$ cat src/rtl/fetch_stage_pkg.sv
// Shared fetch-stage widths and fetch FSM state encodings.
package fetch_stage_pkg;
  localparam int PC_WIDTH       = 16;
  localparam int IR_WIDTH       = 32;
  localparam int INST_ADDR_SIZE = 6;

  typedef enum logic [1:0] {
    FS_BOOT  = 2'd0,
    FS_RUN   = 2'd1,
    FS_FLUSH = 2'd2
  } fetch_state_t;
endpackage

$ cat src/rtl/fetch_skid_fifo.sv
// Two-entry {inst,pc} skid buffer; head visible same cycle, push+pop allowed together.
// Clear wins over push/pop; pushes into a full buffer without a pop are refused.
module fetch_skid_fifo #(
  parameter int INST_WIDTH = 32,
  parameter int PC_WIDTH   = 16
) (
  input  logic                  clk,
  input  logic                  reset_n,
  input  logic                  clear,
  input  logic                  push,
  input  logic [INST_WIDTH-1:0] push_inst,
  input  logic [PC_WIDTH-1:0]   push_pc,
  input  logic                  pop,
  output logic [INST_WIDTH-1:0] head_inst,
  output logic [PC_WIDTH-1:0]   head_pc,
  output logic [1:0]            count
);
  logic [INST_WIDTH-1:0] inst_mem [2];
  logic [PC_WIDTH-1:0]   pc_mem   [2];
  logic                  rd_ptr;
  logic                  wr_ptr;
  logic                  do_push;
  logic                  do_pop;

  assign do_pop    = pop & (count != 2'd0);
  assign do_push   = push & ((count != 2'd2) | do_pop);
  assign head_inst = inst_mem[rd_ptr];
  assign head_pc   = pc_mem[rd_ptr];

  always_ff @(posedge clk) begin
    if (!reset_n) begin
      rd_ptr      <= 1'b0;
      wr_ptr      <= 1'b0;
      count       <= 2'd0;
      inst_mem[0] <= '0;
      inst_mem[1] <= '0;
      pc_mem[0]   <= '0;
      pc_mem[1]   <= '0;
    end else if (clear) begin
      rd_ptr <= 1'b0;
      wr_ptr <= 1'b0;
      count  <= 2'd0;
    end else begin
      if (do_push) begin
        inst_mem[wr_ptr] <= push_inst;
        pc_mem[wr_ptr]   <= push_pc;
        wr_ptr           <= ~wr_ptr;
      end
      if (do_pop) rd_ptr <= ~rd_ptr;
      count <= count + {1'b0, do_push} - {1'b0, do_pop};
    end
  end
endmodule

$ cat src/rtl/fetch_stage.sv
// Instruction fetch: owns the PC, reads sync imem, buffers in a 2-entry skid FIFO; first valid 2 cycles after first issue.
// Issues only while FIFO + in-flight fit in 2 slots (counting this cycle's pop); redirect flushes everything buffered.
module fetch_stage
  import fetch_stage_pkg::*;
#(
  parameter int                       PC_WIDTH   = fetch_stage_pkg::PC_WIDTH,
  parameter int                       INST_WIDTH = fetch_stage_pkg::IR_WIDTH,
  parameter int                       IMEM_AW    = fetch_stage_pkg::INST_ADDR_SIZE,
  parameter logic [PC_WIDTH-1:0]      RESET_PC   = '0
) (
  input  logic                  clk,
  input  logic                  reset_n,
  input  logic                  lock,
  input  logic                  redirect_valid,
  input  logic [PC_WIDTH-1:0]   redirect_pc,
  output logic                  imem_req,
  output logic [IMEM_AW-1:0]    imem_addr,
  input  logic [INST_WIDTH-1:0] imem_rdata,
  output logic                  if_valid,
  input  logic                  if_ready,
  output logic [INST_WIDTH-1:0] if_inst,
  output logic [PC_WIDTH-1:0]   if_pc,
  output logic [PC_WIDTH-1:0]   if_next_pc
);
  localparam logic [PC_WIDTH-1:0] PC_STEP    = PC_WIDTH'(4);
  localparam logic [PC_WIDTH-1:0] ALIGN_MASK = ~PC_WIDTH'(3);

  fetch_state_t          state;
  logic [PC_WIDTH-1:0]   pc;
  logic [PC_WIDTH-1:0]   inflight_pc;
  logic                  inflight;
  logic                  stale;
  logic [1:0]            fifo_count;
  logic [INST_WIDTH-1:0] head_inst;
  logic [PC_WIDTH-1:0]   head_pc;
  logic                  take_redirect;
  logic                  pop;
  logic                  push;
  logic                  room;
  logic                  issue;

  assign take_redirect = lock & redirect_valid;
  assign pop           = lock & if_valid & if_ready;
  // A slot freed by this cycle's pop is reusable now, which sustains one fetch per cycle.
  assign room  = ({1'b0, fifo_count} + {2'b00, inflight}) < (3'd2 + {2'b00, pop});
  assign issue = lock & ~redirect_valid & (state != FS_BOOT) & room;
  assign push  = inflight & ~stale;

  assign imem_req   = issue;
  assign imem_addr  = pc[IMEM_AW+1:2];
  assign if_valid   = (fifo_count != 2'd0);
  assign if_inst    = if_valid ? head_inst : '0;
  assign if_pc      = if_valid ? head_pc : '0;
  assign if_next_pc = if_valid ? head_pc + PC_STEP : '0;

  fetch_skid_fifo #(
    .INST_WIDTH (INST_WIDTH),
    .PC_WIDTH   (PC_WIDTH)
  ) u_fifo (
    .clk       (clk),
    .reset_n   (reset_n),
    .clear     (take_redirect),
    .push      (push),
    .push_inst (imem_rdata),
    .push_pc   (inflight_pc),
    .pop       (pop),
    .head_inst (head_inst),
    .head_pc   (head_pc),
    .count     (fifo_count)
  );

  always_ff @(posedge clk) begin
    if (!reset_n) begin
      state       <= FS_BOOT;
      pc          <= RESET_PC;
      inflight    <= 1'b0;
      inflight_pc <= '0;
      stale       <= 1'b0;
    end else begin
      inflight <= issue;
      if (issue) inflight_pc <= pc;
      if (lock) begin
        stale <= redirect_valid;
        if (redirect_valid) begin
          pc    <= redirect_pc & ALIGN_MASK;
          state <= FS_FLUSH;
        end else begin
          if (issue) pc <= pc + PC_STEP;
          state <= FS_RUN;
        end
      end
    end
  end
endmodule

$ cat config.mk
export PLATFORM = sky130hd
export DESIGN_NAME = fetch_stage
export DESIGN_NICKNAME = d
export VERILOG_FILES = /design/src/rtl/fetch_stage_pkg.sv /design/src/rtl/fetch_skid_fifo.sv /design/src/rtl/fetch_stage.sv
export SDC_FILE = /design/constraint.sdc
export NUM_CORES = 1
export LEC_CHECK = 0
export CAP_MARGIN = 25
export CORE_MARGIN = 5
export CORE_UTILIZATION = 48
export DETAILED_ROUTE_END_ITERATION = 10
export GPL_TIMING_DRIVEN = 0
export PLACE_DENSITY_LB_ADDON = 0.12
export SLEW_MARGIN = 20
export SYNTH_ARGS = -nofsm -noshare
export SYNTH_HDL_FRONTEND = slang
export SYNTH_HIERARCHICAL = 1
export SYNTH_SLANG_ARGS = --single-unit
$ cat constraint.sdc
create_clock -name clk -period 3.29 [get_ports clk]
set_clock_uncertainty 0.1 [all_clocks]
set_input_delay 0.4935 -clock clk [delete_from_list [all_inputs] [get_ports clk]]
set_output_delay 0.4935 -clock clk [all_outputs]
set_load 0.03 [all_outputs]
==> flow_summary.yaml <==
worst_setup_path:
  critPathMaxStageDelay_ns: 0.46
  cp_max_fo: 10
  crit_type: "reg -> out"
  worstPathArrival_ns: 2.60
  setup.worst_path.end_class: "primary output"
  required_ns: 2.70
  startpoint_type: "register"
  r2r_slack_ns: 0.85
  r2r_start: "u_fifo/count[1]"
  path_cells: "ha_1, ha_1, o2bb2ai_1, a2111o_1, inv_2, buf_4, buf_4, clkdlybuf4s15_2"
  r2r_cells: 6
  slowest_stage: "a2111o_1"
  r2r_end: "u_fifo/inst_mem[1][30]"
power:
  p_leak_nw: 3.393
  powerDensity_mw_per_mm2: 463.5
  irDropWorstVdd_mv: 0.3187
global_routing:
  grt_pass1_wl_um: 25540
  grt_max_degree: 49
  grt_pass1_vias: 5162
  grt-ovfl-total: 0
  antenna_found_initial: 0
  grt_usage: 0.2006
worst_hold_path:
  hold_path_class: "reg -> reg"
  hold_end: "inflight_pc[14]"
  hold_depth: 2
  hold_path_startpoint: "inflight_pc[14]"
clock_tree:
  clock-root-buffer: "clkbuf_16"
  insertion_delay_ns: 0.42
  cts_tree: "built"
  h-tree-depth: 4
  clock_path_buffers: 2
  cts_sinks: 132
  path_clk_slew_ns: 0.06
  cts_setup_buffers: 0
  cts_hold_buf: 0
  cts_made_buffers: 17
finish:
  finalNonFillerCells: 922
  final_common_cell: "and2_1"
  design_area_mm2: 0.008680
  mostFrequentLayoutCells: "and2_1 (138), clkdlybuf4s50_1 (104), edfxtp_1 (96)"
  fin_nets: 792
  antenna_cells: 0
  drive_gt1_frac: 0.1676
  area_delta_synth_final_pct: 31.36
timing:
  period_minus_slack_ns: 3.191
  post-route-period-util: 0.9698
  holdWs_ns: 0.3589
  hold_viol: 0
  fmax_ghz: 0.3134
  rsz0062_at_grt: "true"
  setup_viol: 0
  finalMaxSlewViolations: 0
  slew_headroom: 0.5082
  worst_pin_slew_ns: 0.7354
yosys:
  async_reset_ff_frac: 0
  synth.cell_area_mm2: 0.006608
  yosysSeqAreaShare: 0.5454
  ys.warnings.count: 6
  synth_flop_cell: "edfxtp_1"
  avgSynthCellArea_um2: 11.20
  syn_inst: 590
  synth_seq_cells: 132
  synth_edf_count: 96
  synth.distinct_cells: 62
run:
  max_cap_viol_count: 0
routing:
  viasPerCell: 5.279
  wl_per_cell_um: 17.07
  ant_nets: 0
  drc_errors: 0
  wirelength_um: 15740
  first_pass_iters: 5
  first_iter_violations: 267
  vias: 4867
outcome:
  status: "finished, final reports clean"
die:
  start_util: 0.4950
  die_w_um: 127.3
  io-pin-count: 125
  die_h_um: 127.3
  core_area_mm2: 0.01335
  core.rowCount: 42
  die_area_mm2: 0.01621
placed_design:
  hpwl_um: 11050
  place_area_mm2: 0.008065
  gp_congestion: 0.9313
  dp.cells: 890
  port_buffers: 121
==> critical path: cells and delay by family, from the launching register on <==
family          cells  cell delay (ns)
compound gates      2             0.59
buf+inv             4             0.76
flops               1             0.35
fa+ha+maj           2             0.48
==> metal layers <==
layer	up-vias	wire (um)	global-route usage
li1	2371	-	-
met3	23	770	0.03965
met1	2325	6492	0.2344
met4	0	267	0.08076
met2	148	8205	0.3605
met5	-	0	0
==> layout make-up <==
type / count / area (um^2)
plain buffers: 41 / 226.5
clock buffers: 18 / 429.2
clock inverters: 14 / 153.9
fillers: 1107 / 4668
inverters: 10 / 37.54
multi-input cells: 410 / 2790
flip-flops and latches: 132 / 3605
well taps: 176 / 220.2
repair buffers: 121 / 1217
==> through the flow <==
stage | util | power (W) | setup slack [ns] | setup TNS, ns
after floorplan | - | 0.002062 | 0.3911 | 0
after global placement | 0.6035 | 0.002205 | -0.8819 | -79.90
after detailed placement | 0.6042 | 0.002214 | -0.4846 | -39.43
after CTS | 0.6494 | 0.004053 | 0.002744 | 0
after global routing | 0.6503 | 0.004172 | -0.05674 | -0.05674
final | 0.6503 | 0.004023 | 0.09920 | 0
==> Yosys cell counts (4+ instances only) <==
| cell type | instances | share of area |
|---|---|---|
| a21oi_1 | 24 | 0.018 |
| a31oi_1 | 4 | 0.0038 |
| and2_1 | 138 | 0.13 |
| and2_4 | 10 | 0.013 |
| buf_2 | 4 | 0.0030 |
| buf_4 | 11 | 0.012 |
| clkbuf_1 | 25 | 0.014 |
| dfxtp_1 | 36 | 0.11 |
| edfxtp_1 | 96 | 0.44 |
| ha_1 | 6 | 0.011 |
| inv_1 | 8 | 0.0045 |
| mux2_2 | 49 | 0.084 |
| nand2_1 | 54 | 0.031 |
| nand2b_1 | 4 | 0.0038 |
| nand3_1 | 10 | 0.0076 |
| nand4_1 | 8 | 0.0076 |
| nor2_1 | 18 | 0.010 |
| nor3_1 | 6 | 0.0045 |
| nor4_1 | 5 | 0.0047 |
| o21ai_0 | 6 | 0.0045 |
| xnor2_1 | 5 | 0.0066 |
| xor2_1 | 6 | 0.0080 |
==> kinds of logic (layout without fill, tap and decap cells) <==
kind of cell / Yosys count / in the layout / share of synthesized area
and+or+nand+nor: 273 / 274 / 0.2376
DFF: 132 / 132 / 0.5454
AOI/OAI and AO/OA: 65 / 65 / 0.06609
buffers and inverters: 52 / 204 / 0.03939
muxes: 50 / 50 / 0.08502
xor gates and xnor gates: 11 / 11 / 0.01458
adders and majority gates: 6 / 6 / 0.01136
other: 1 / 4 / 0.0005675
==> what timing repair did <==
| action | in CTS | in global routing |
|---|---|---|
| endpoints found under the setup margin | 69 | 97 |
| cloned | 1 | 0 |
| gates resized for setup | 22 | 12 |
==> sequential cells by signal, indices dropped and copies added, names as in the netlist, named ones only <==
signal,cells
u_fifo/inst_mem,64
u_fifo/pc_mem,32
inflight_pc,14
pc,14
state,2
u_fifo/count,2
inflight,1
u_fifo/rd_ptr,1
u_fifo/wr_ptr,1
==> report_power, final <==
part / total, W / internal [W] / switching, W
sequential: 0.00187 / 0.00184 / 0.0000322
clock: 0.00184 / 0.00112 / 0.000721
combinational: 0.000307 / 0.000142 / 0.000165
total: 0.00402 / 0.00310 / 0.000919
==> worst max-delay path by stage <==
stage	from	end	slack [ns]	cells after the start
floorplan	redirect_valid	u_fifo/inst_mem[0][0]	0.39	8
global placement	lock	u_fifo/inst_mem[0][19]	-0.88	8
detailed placement	lock	u_fifo/inst_mem[0][6]	-0.48	8
CTS	u_fifo/count[0]	if_inst[29]	0.003	6
global route	register	if_next_pc[14]	-0.06	8
finish	u_fifo/count[0]	imem_req	0.1	8
(Power assumes the default switching activity.)
